==> config.mk <==
export PLATFORM = sky130hd
export DESIGN_NAME = keccak_nonce_scheduler
export DESIGN_NICKNAME = d
export VERILOG_FILES = /design/src/rtl/keccak_pkg.sv /design/src/rtl/keccak_tag_fifo.sv /design/src/rtl/keccak_nonce_scheduler.sv
export SDC_FILE = /design/constraint.sdc
export NUM_CORES = 2
export LEC_CHECK = 0
export BUFFER_PORTS_ARGS = -buffer_cell sky130_fd_sc_hd__buf_2
export CORE_AREA = 4 4 721 723
export DETAILED_ROUTE_END_ITERATION = 10
export DIE_AREA = 0 0 725 727
export PLACE_DENSITY = 0.38
export RECOVER_POWER = 100
export SLEW_MARGIN = 25
export SYNTH_ARGS = -nofsm -noshare
export SYNTH_HDL_FRONTEND = slang
export SYNTH_SLANG_ARGS = --single-unit
==> constraint.sdc <==
create_clock -name clk -period 9.16 [get_ports clk]
set_input_delay 0.916 -clock clk [delete_from_list [all_inputs] [get_ports clk]]
set_output_delay 0.916 -clock clk [all_outputs]
set_load 0.02 [all_outputs]
==> src/rtl/keccak_pkg.sv <==
// Shared types and constants for the keccak nonce scheduler.
//   NONCE_W / HASH_W : nonce and hash widths
//   state_e          : scheduler FSM encoding
//   tag_t            : in-flight tag {epoch, nonce}
//   hit()            : hash <= target, 256-bit unsigned
package keccak_pkg;
  localparam int NONCE_W = 32;
  localparam int HASH_W  = 256;

  typedef enum logic [1:0] {S_IDLE, S_RUN, S_DRAIN} state_e;

  typedef struct packed {
    logic               epoch;
    logic [NONCE_W-1:0] nonce;
  } tag_t;

  function automatic logic hit(input logic [HASH_W-1:0] hash,
                               input logic [HASH_W-1:0] target);
    return hash <= target;
  endfunction
endpackage

==> src/rtl/keccak_tag_fifo.sv <==
// In-order tag FIFO for in-flight hasher requests.
//   clk, rst_n         : clock, async active-low reset
//   push_i / wdata_i   : enqueue a tag (ignored when full)
//   pop_i  / rdata_o   : dequeue; rdata_o shows the head (show-ahead)
//   full_o / empty_o   : fill flags
//   level_o            : current occupancy
module keccak_tag_fifo
  import keccak_pkg::*;
#(
  parameter int DEPTH = 32
) (
  input  logic                   clk,
  input  logic                   rst_n,
  input  logic                   push_i,
  input  tag_t                   wdata_i,
  input  logic                   pop_i,
  output tag_t                   rdata_o,
  output logic                   full_o,
  output logic                   empty_o,
  output logic [$clog2(DEPTH):0] level_o
);
  localparam int AW = $clog2(DEPTH);

  tag_t        mem_q [DEPTH];
  logic [AW:0] wptr_q, rptr_q;
  logic        do_push, do_pop;

  // Pointers carry one extra wrap bit so full and empty are distinguishable.
  assign level_o = wptr_q - rptr_q;
  assign empty_o = (wptr_q == rptr_q);
  assign full_o  = (wptr_q[AW] != rptr_q[AW]) && (wptr_q[AW-1:0] == rptr_q[AW-1:0]);
  assign do_push = push_i && !full_o;
  assign do_pop  = pop_i && !empty_o;
  assign rdata_o = mem_q[rptr_q[AW-1:0]];

  always_ff @(posedge clk) begin
    if (do_push) mem_q[wptr_q[AW-1:0]] <= wdata_i;
  end

  always_ff @(posedge clk or negedge rst_n) begin
    if (!rst_n) begin
      wptr_q <= '0;
      rptr_q <= '0;
    end else begin
      if (do_push) wptr_q <= wptr_q + 1'b1;
      if (do_pop)  rptr_q <= rptr_q + 1'b1;
    end
  end
endmodule

==> src/rtl/keccak_nonce_scheduler.sv <==
// Mining sequencer in front of one keccak_hasher.
// Splices an incrementing nonce into the latched header, issues one hasher
// read per THROUGHPUT clocks, tracks in-flight nonces in issue order and
// reports hashes that are <= target.
//   clk, rst_n                      : clock, async active-low reset
//   work_data/work_target/work_load : host work interface (load strobe restarts)
//   hash_in/hash_read               : registered request to the hasher
//   hash_out/hash_write             : hasher result, in issue order
//   result_nonce/result_valid/ack   : hit report, held until acked
//   result_drop                     : pulse, a hit was lost while one was pending
//   busy, nonce_wrapped             : status
module keccak_nonce_scheduler
  import keccak_pkg::*;
#(
  parameter int WIDTH      = 640,
  parameter int NONCE_LSB  = 608,
  parameter int THROUGHPUT = 1,
  parameter int INFLIGHT   = 32
) (
  input  logic               clk,
  input  logic               rst_n,
  input  logic [WIDTH-1:0]   work_data,
  input  logic [HASH_W-1:0]  work_target,
  input  logic               work_load,
  output logic [WIDTH-1:0]   hash_in,
  output logic               hash_read,
  input  logic [HASH_W-1:0]  hash_out,
  input  logic               hash_write,
  output logic [NONCE_W-1:0] result_nonce,
  output logic               result_valid,
  input  logic               result_ack,
  output logic               result_drop,
  output logic               busy,
  output logic               nonce_wrapped
);
  localparam int CNT_W = (THROUGHPUT > 1) ? $clog2(THROUGHPUT) : 1;
  localparam int LVL_W = $clog2(INFLIGHT) + 1;
  localparam logic [CNT_W-1:0] CNT_MAX = CNT_W'(THROUGHPUT - 1);
  localparam logic [CNT_W-1:0] CNT_NXT = (THROUGHPUT > 1) ? CNT_W'(1) : '0;

  state_e               state_q, state_d;
  logic [WIDTH-1:0]     hdr_q, hdr_d;
  logic [HASH_W-1:0]    target_q, target_d;
  logic [NONCE_W-1:0]   nonce_q, nonce_d;
  logic                 epoch_q, epoch_d;
  logic [CNT_W-1:0]     cnt_q, cnt_d;
  logic [WIDTH-1:0]     hash_in_q, hash_in_d;
  logic                 hash_read_q, hash_read_d;
  logic                 wrapped_q, wrapped_d;
  logic                 res_valid_q, res_valid_d;
  logic [NONCE_W-1:0]   res_nonce_q, res_nonce_d;
  logic                 drop_q, drop_d;

  // Issue context: a load takes effect in the same cycle so the first read
  // leaves on the cycle right after work_load.
  logic                 run_eff, epoch_eff;
  logic [NONCE_W-1:0]   nonce_eff;
  logic [CNT_W-1:0]     cnt_eff;
  logic [WIDTH-1:0]     hdr_eff;

  logic                 push, pop, full, empty, hit_w;
  logic [LVL_W-1:0]     level;
  tag_t                 wtag, rtag;

  keccak_tag_fifo #(.DEPTH(INFLIGHT)) u_fifo (
    .clk    (clk),
    .rst_n  (rst_n),
    .push_i (push),
    .wdata_i(wtag),
    .pop_i  (pop),
    .rdata_o(rtag),
    .full_o (full),
    .empty_o(empty),
    .level_o(level)
  );

  assign pop   = hash_write && !empty;
  // Pops are judged against the pre-load epoch/target even when work_load coincides.
  assign hit_w = pop && (rtag.epoch == epoch_q) && hit(hash_out, target_q);
  assign wtag  = '{epoch: epoch_eff, nonce: nonce_eff};

  always_comb begin
    state_d     = state_q;
    hdr_d       = hdr_q;
    target_d    = target_q;
    epoch_d     = epoch_q;
    hash_in_d   = hash_in_q;
    hash_read_d = 1'b0;
    wrapped_d   = 1'b0;
    push        = 1'b0;
    run_eff     = (state_q == S_RUN);
    nonce_eff   = nonce_q;
    cnt_eff     = cnt_q;
    epoch_eff   = epoch_q;
    hdr_eff     = hdr_q;

    if (work_load) begin
      hdr_d     = work_data;
      target_d  = work_target;
      epoch_d   = ~epoch_q;
      state_d   = S_RUN;
      run_eff   = 1'b1;
      nonce_eff = work_data[NONCE_LSB +: NONCE_W];
      cnt_eff   = '0;
      epoch_eff = ~epoch_q;
      hdr_eff   = work_data;
    end

    nonce_d = nonce_eff;
    cnt_d   = cnt_eff;

    if (run_eff) begin
      if (cnt_eff == '0) begin
        // Full FIFO stalls with the counter parked at 0.
        if (!full) begin
          push        = 1'b1;
          hash_read_d = 1'b1;
          hash_in_d   = hdr_eff;
          hash_in_d[NONCE_LSB +: NONCE_W] = nonce_eff;
          nonce_d     = nonce_eff + 1'b1;
          cnt_d       = CNT_NXT;
          if (nonce_eff == '1) begin
            wrapped_d = 1'b1;
            state_d   = S_DRAIN;
          end
        end
      end else begin
        cnt_d = (cnt_eff == CNT_MAX) ? '0 : cnt_eff + 1'b1;
      end
    end else if (state_q == S_DRAIN && (empty || (level == LVL_W'(1) && pop))) begin
      // Leave DRAIN on the edge that pops the last tag.
      state_d = S_IDLE;
    end
  end

  always_comb begin
    res_valid_d = res_valid_q;
    res_nonce_d = res_nonce_q;
    drop_d      = 1'b0;
    if (hit_w) begin
      if (!res_valid_q || result_ack) begin
        res_valid_d = 1'b1;
        res_nonce_d = rtag.nonce;
      end else begin
        drop_d = 1'b1;
      end
    end else if (result_ack) begin
      res_valid_d = 1'b0;
    end
  end

  always_ff @(posedge clk or negedge rst_n) begin
    if (!rst_n) begin
      state_q     <= S_IDLE;
      hdr_q       <= '0;
      target_q    <= '0;
      nonce_q     <= '0;
      epoch_q     <= 1'b0;
      cnt_q       <= '0;
      hash_in_q   <= '0;
      hash_read_q <= 1'b0;
      wrapped_q   <= 1'b0;
      res_valid_q <= 1'b0;
      res_nonce_q <= '0;
      drop_q      <= 1'b0;
    end else begin
      state_q     <= state_d;
      hdr_q       <= hdr_d;
      target_q    <= target_d;
      nonce_q     <= nonce_d;
      epoch_q     <= epoch_d;
      cnt_q       <= cnt_d;
      hash_in_q   <= hash_in_d;
      hash_read_q <= hash_read_d;
      wrapped_q   <= wrapped_d;
      res_valid_q <= res_valid_d;
      res_nonce_q <= res_nonce_d;
      drop_q      <= drop_d;
    end
  end

  assign hash_in       = hash_in_q;
  assign hash_read     = hash_read_q;
  assign nonce_wrapped = wrapped_q;
  assign result_valid  = res_valid_q;
  assign result_nonce  = res_nonce_q;
  assign result_drop   = drop_q;
  assign busy          = (state_q != S_IDLE) || !empty;
endmodule
# Word level (Yosys, flattened, before mapping)
# Memories as Yosys holds them, arrays and structs flattened.
# Cells that the tools add are included.
[totals]
reg_bits = 1588
mem_bits_rw = 1056
in_bits = 1157
out_inout_bits = 677
wordCells = 82
memories = 1
[classes]
n_addsub = 5
magnitude_cmp = 1
n_eq_ne = 9
mux = 30
n_bitwise = 3
n_reduce_logical = 19
[mem_list]
columns = ["memory", "words", "width", "rd", "rd_ports_with_merged_regs", "wr", "line_no", "rtl"]
rows = [
  ["u_fifo.mem_q", 32, 33, 1, 0, 1, "keccak_tag_fifo.sv:24", "tag_t mem_q [DEPTH];"],
]
[ops]
columns = ["op", "n"]
rows = [
  ["$mux 608", 1],
  ["$le 256x256->1", 1],
  ["$mux 32", 4],
  ["$add 32x1->32 const B", 1],
  ["$eq 32x32->1 const B", 1],
  ["$mux 1", 19],
  ["$add 6x1->6 const B", 2],
  ["$mux 2", 6],
  ["$logic_and 1x1->1", 8],
  ["$eq 6x1->1 const B", 1],
  ["$eq 6x6->1", 1],
  ["$sub 6x6->6", 1],
  ["$eq 5x5->1", 1],
  ["$reduce_and 2->1", 2],
  ["$reduce_bool 2->1", 2],
  ["$logic_not 1->1", 3],
  ["$logic_or 1x1->1", 3],
  ["$not 1->1", 3],
  ["$reduce_and 3->1", 1],
  ["$eq 2x1->1 const B", 1],
  ["$eq 2x2->1 const B", 1],
  ["$ne 2x1->1 const B", 1],
  ["$add 1x1->1 const B", 1],
  ["$eq 1x1->1", 1],
  ["$ne 1x1->1", 1],
]

# Longest topological paths before layout
[logic_depth]
ltp_word = 8
mapped_depth = 15
mapped_depth_nobuf = 11

# Cells and area by module
# From an unflattened synthesis, not the netlist that was laid out.
[unflattened]
hier_cells = 7886
area_unflattened_um2 = 105682.6
[modules_own_cells]
columns = ["mod", "instances", "cells_per_inst", "area_per_inst_um2", "seq_area_each_um2"]
rows = [
  ["keccak_nonce_scheduler", 1, 6033, 64891.0, 39437.8],
  ["keccak_tag_fifo", 1, 1853, 40791.6, 32010.7],
]

# Worst setup path before layout
# Ideal clock, no wire load.
[synth_timing]
path_type = "flip-flop to flip-flop"
start = "reg u_fifo.rptr_q[2]"
end = "mem u_fifo.mem_q[29][0] (netlist name) (enable)"
setup_ns = 0.423
arrival_time_ns = 4.734
t_required_ns = 8.737
path_slack_ns = 4.003
path_stages_with_launch = 13
path_buffers = 5
period_less_slack_ns = 5.157
cell_sequence = "dfrtp_1 > clkinv_1 > buf_1 > buf_1 > ha_1 > nand3_1 > nor3_1 > nor3_1 > clkbuf_1 > clkbuf_1 > buf_2 > nand2_1 > nor2_1"
[synth_between]
elab_chain_cells = 8
word_cells_on_any_way = 9
cone_classes = "1 x eq/ne; 5 x mux; 3 x reduce/logical"
[synth_rtl]
columns = ["item", "line_no", "rtl"]
rows = [
  ["from (decl)", "keccak_tag_fifo.sv:25", "logic [AW:0] wptr_q, rptr_q;"],
  ["from (signal assigned)", "keccak_tag_fifo.sv:46", "if (do_pop) rptr_q <= rptr_q + 1'b1;"],
  ["$eq 5x5->1 (*)", "keccak_tag_fifo.sv:31", "assign full_o = (wptr_q[AW] != rptr_q[AW]) && (wptr_q[AW-1:0] == rptr_q[AW-1:0]);"],
  ["$logic_and 1x1->1 (*)", "keccak_tag_fifo.sv:31", ""],
  ["$mux 1", "keccak_nonce_scheduler.sv:115", "if (!full) begin"],
  ["$mux 1", "keccak_nonce_scheduler.sv:113", "if (cnt_eff == '0) begin"],
  ["$mux 1", "keccak_nonce_scheduler.sv:112", "if (run_eff) begin"],
  ["$logic_and 1x1->1 (*)", "keccak_tag_fifo.sv:32", "assign do_push = push_i && !full_o;"],
  ["$mux 1 (*)", "keccak_tag_fifo.sv:37", "if (do_push) mem_q[wptr_q[AW-1:0]] <= wdata_i;"],
  ["$mux 1 (not written as such) (*)", "keccak_tag_fifo.sv:37", ""],
  ["to (decl)", "keccak_tag_fifo.sv:24", ""],
]
# Every way passes the cells marked *; elsewhere a longest branch is shown, timed or not.

# Worst setup path after layout
[layout_timing]
start = "reg u_fifo.rptr_q[3]"
end = "reg hash_in_q[457] (netlist: hash_in[457])"
[layout_between]
elab_chain_cells = 4
[layout_rtl]
columns = ["item", "line_no", "rtl"]
rows = [
  ["$eq 5x5->1", "keccak_tag_fifo.sv:31", ""],
  ["$logic_and 1x1->1", "keccak_tag_fifo.sv:31", ""],
  ["$not 1->1 (no source line)", "-", ""],
  ["$reduce_and 3->1 (no source line)", "-", ""],
  ["to (signal assigned)", "keccak_nonce_scheduler.sv:173", "hash_in_q <= hash_in_d;"],
  ["to (decl)", "keccak_nonce_scheduler.sv:47", "logic [WIDTH-1:0] hash_in_q, hash_in_d;"],
]
# Every way passes these cells.
# A chain may end at the register's enable or synchronous reset.

==> impl_results.md <==
- Initial core utilization: 20.65%
- Peak VDD IR: 0.2515 mV
- Largest net degree at the start of global routing: 169
- 1st-iter DRT viols: 5336
- Placed wire-length estimate: 454600 µm
- Critical Path RT: 9.94 ns
- Hold EP: target_q[95]
- Num CTS Buffers: 332
- Crit path DAT: 7.81 ns
- Final wirelength: 581100 µm
- Rows: 263
- Placer Congestion: 0.9432
- Vias in the first global route: 69880
- R2R Setup Slk: 2.13 ns
- First-pass GRT wire length: 741900 µm
- DR WL/cell: 36.98 µm
- Clock skew: 0.09258 ns
- Final hold violations: 0
- Dominant synthesized flop cell: dfrtp_1
- Synth cell count leaders: dfrtp_1 (1588), mux2_2 (1230), edfxtp_1 (1056)
- Core area: 512700 µm²
- RSZ-0062 raised after global routing: false
- Max clock buf depth: 4
- Post-synth EDFFs: 1056
- Failing checks: capacitance limit, slew limit
- Root Buffer: clkbuf_16
- R2r worst-path depth: 8
- WS Path Type: reg2reg
- Vias: 68740
- Hold Path Class: in2reg
- Setup WS post-layout: 2.132 ns
- DRC: 0
- Pwr per Cell Area: 280.7 nW/µm²
- Worst Hold Depth: 3
- Period utilization: 76.73%
- Leak: 0.05257 µW
- CTS sink cnt: 2644
- GR Overflow Total: 0
- Max-Cap Viols: 43
- Setup crit end kind: register
- Vias per Instance: 4.374
- FMAX: 0.1423 GHz
- TritonCTS clock tree: built
- GRT Util Overall: 21.37%
- Crit Path Max Fanout: 54
- Largest area contributor in the netlist: dfrtp_1
- Number of synthesized register bits: 2644
- Pre-CTS setup slack: 3.060 ns
- Leading post-synthesis cells by cell area: dfrtp_1 (38%), edfxtp_1 (30%), mux2_2 (13%)
- Final setup violation count: 0
- Number of buffers added on ports: 1833
- Synth warn: 0
- Post-Route Setup TNS: 0 ns
- Reg2reg start: u_fifo.rptr_q[3]
- Synthesis-to-layout area growth: 26.27%
- Depth of the CTS H-tree: 5
- Async S/R FF share, synth: 60.06%
- Worst slew margin: -190.3%
- Slew @ Worst Pin: 4.354 ns
- Die H: 727 µm
- Clock transition at path regs: 0.06 ns
- Layout cells sized above 1: 34.55%
- DRT Pass-1 Iters: 7
- Final ANT Viol Nets: 0
- Initial antenna violation count: 593
- Outcome: finished with violations
- Most common cell in the netlist: dfrtp_1
- Seq/Total Area, Yosys: 67.49%
- PostCTS Resize Cnt: 0
- Mean cell area of the mapped netlist: 16.37 µm²
- Cell area after synthesis: 105900 µm²
- Min-Delay Startpoint: work_target[95]
- Final Slew Violations: 1839
- Syn nets: 7894
- Period minus WS final: 7.028 ns
- Post-synthesis cell count: 6469
- Die X: 725 µm
- FF-to-FF End: hash_in[457]
- Die area: 527100 µm²
- Ports: 1834
- Critical path startpoint category: register
- Setup bufs post-CTS: 0
- Area share of the largest cell type after synthesis: 37.54%
- NumNets Final: 9897
- Unique masters post-synth: 71
- Worst-Skew Late Latency: 0.98 ns
-- registers in the layout, summed over array words and instances (netlist names) --
name and flops:
cnt_q 1, result_valid 1, state_q 2, target_q 256
u_fifo.wptr_q 6, hash_in 640, u_fifo.rptr_q 6, result_nonce 32
epoch_q 1, nonce_q 32, hdr_q 608, u_fifo.mem_q 1056
result_drop 1, hash_read 1, nonce_wrapped 1
-- area by class of cell --
cell class | count | area (µm²)
antenna | 224 | 560.5
clock buffer | 484 | 9434
clock inverter | 110 | 1261
fill | 53250 | 379000
inverter | 299 | 1126
multi-input combinational | 3229 | 32020
sequential | 2644 | 71460
tap | 6757 | 8454
timing repair buffer | 1966 | 9366
-- what timing repair did --
action / CTS / global route
setup endpoints to repair: 0 / 0
hold endpoints to repair: 81 / 0
hold buffers: 1 / 0
-- power by group --
| group | internal [µW] | switching, µW | total (µW) |
|---|---|---|---|
| registers | 14200 | 747 | 14900 |
| logic | 3390 | 6070 | 9460 |
| clock network | 7640 | 5510 | 13200 |
| total | 25200 | 12300 | 37500 |
-- layout by cell type, fill, tap and decap left out, types with 8 or more instances in the layout --
master,netlist,final
xor2_1,9,8
nor2_2,0,11
a22oi_1,9,9
clkbuf_8,0,47
o21ai_0,304,304
a21o_1,22,22
inv_6,0,10
dfrtp_1,1588,1586
mux2_1,0,308
xnor2_1,27,27
nor3_1,22,21
mux4_2,325,325
nand4_1,71,71
nor2b_1,14,14
buf_4,4,57
mux2i_1,31,32
nand2_1,335,335
clkbuf_1,192,830
nand3_1,45,45
clkinv_2,0,40
bufinv_16,0,17
clkbuf_16,0,336
buf_2,83,1155
edfxtp_1,1056,1056
diode_2,0,224
inv_16,0,8
nor2_1,210,199
inv_1,297,294
buf_12,0,10
mux2_2,1230,948
nor4_1,20,17
ha_1,267,267
a21oi_1,137,136
a211oi_1,11,11
clkinv_1,1,28
-- critical path, stage by stage, from the launching register on --
cell	delay, ns
dfrtp_1	1.46
inv_1	0.21
ha_1	0.44
nand3_1	0.14
nor3_1	0.13
nor3_1	0.37
clkbuf_1	2.47
buf_4	1.06
mux2_2	0.42
-- per-layer routing --
metal | vias up | routed length, µm | global-route usage [%]
li1 | 28210 | - | -
met1 | 36000 | 227600 | 25.41
met2 | 3121 | 282600 | 36.30
met3 | 1323 | 46770 | 7.096
met4 | 86 | 23610 | 6.908
met5 | - | 605 | 0
-- through the flow --
step | cell area [µm²] | total power [µW] | util, % | hold slack, ns | instances
after floorplan | 105900 | 20470 | - | 0.4617 | 6469
after global placement | 123500 | 25020 | 24.09 | 0.4758 | 14890
after detailed placement | 123600 | 25150 | 24.11 | 0.4794 | 14890
after CTS | 134300 | 38570 | 26.20 | 0.02179 | 15490
after global routing | 133300 | 39220 | 26.00 | 0.08906 | 15560
final | 133700 | 37520 | 26.07 | 0.1581 | 15710
-- kinds of logic after synthesis --
logic type                 after synthesis  share of synthesized area (%)
xor gates and xnor gates                36                         0.2978
DFF                                   2644                          67.49
muxes                                 1617                          20.73
buffers and inverters                  596                          2.247
AOI/OAI and AO/OA                      550                          2.906
and+or+nand+nor                        758                          3.158
adders and majority gates              268                          3.174
-- worst max path at each step --
stage	start	end	slack, ns	depth (start not counted)
floorplan	u_fifo.rptr_q[2]	u_fifo.mem_q[29][0]	4.00	12
global placement	hash_out[97]	result_nonce[0]	2.52	10
detailed placement	hash_out[98]	result_nonce[0]	3.06	10
CTS	target_q[97]	result_nonce[17]	3.64	10
global route	u_fifo.rptr_q[3]	hash_in[431]	1.86	8
finish	u_fifo.rptr_q[3]	hash_in[457]	2.13	8
Note: power is estimated with default switching activity, not from simulation.
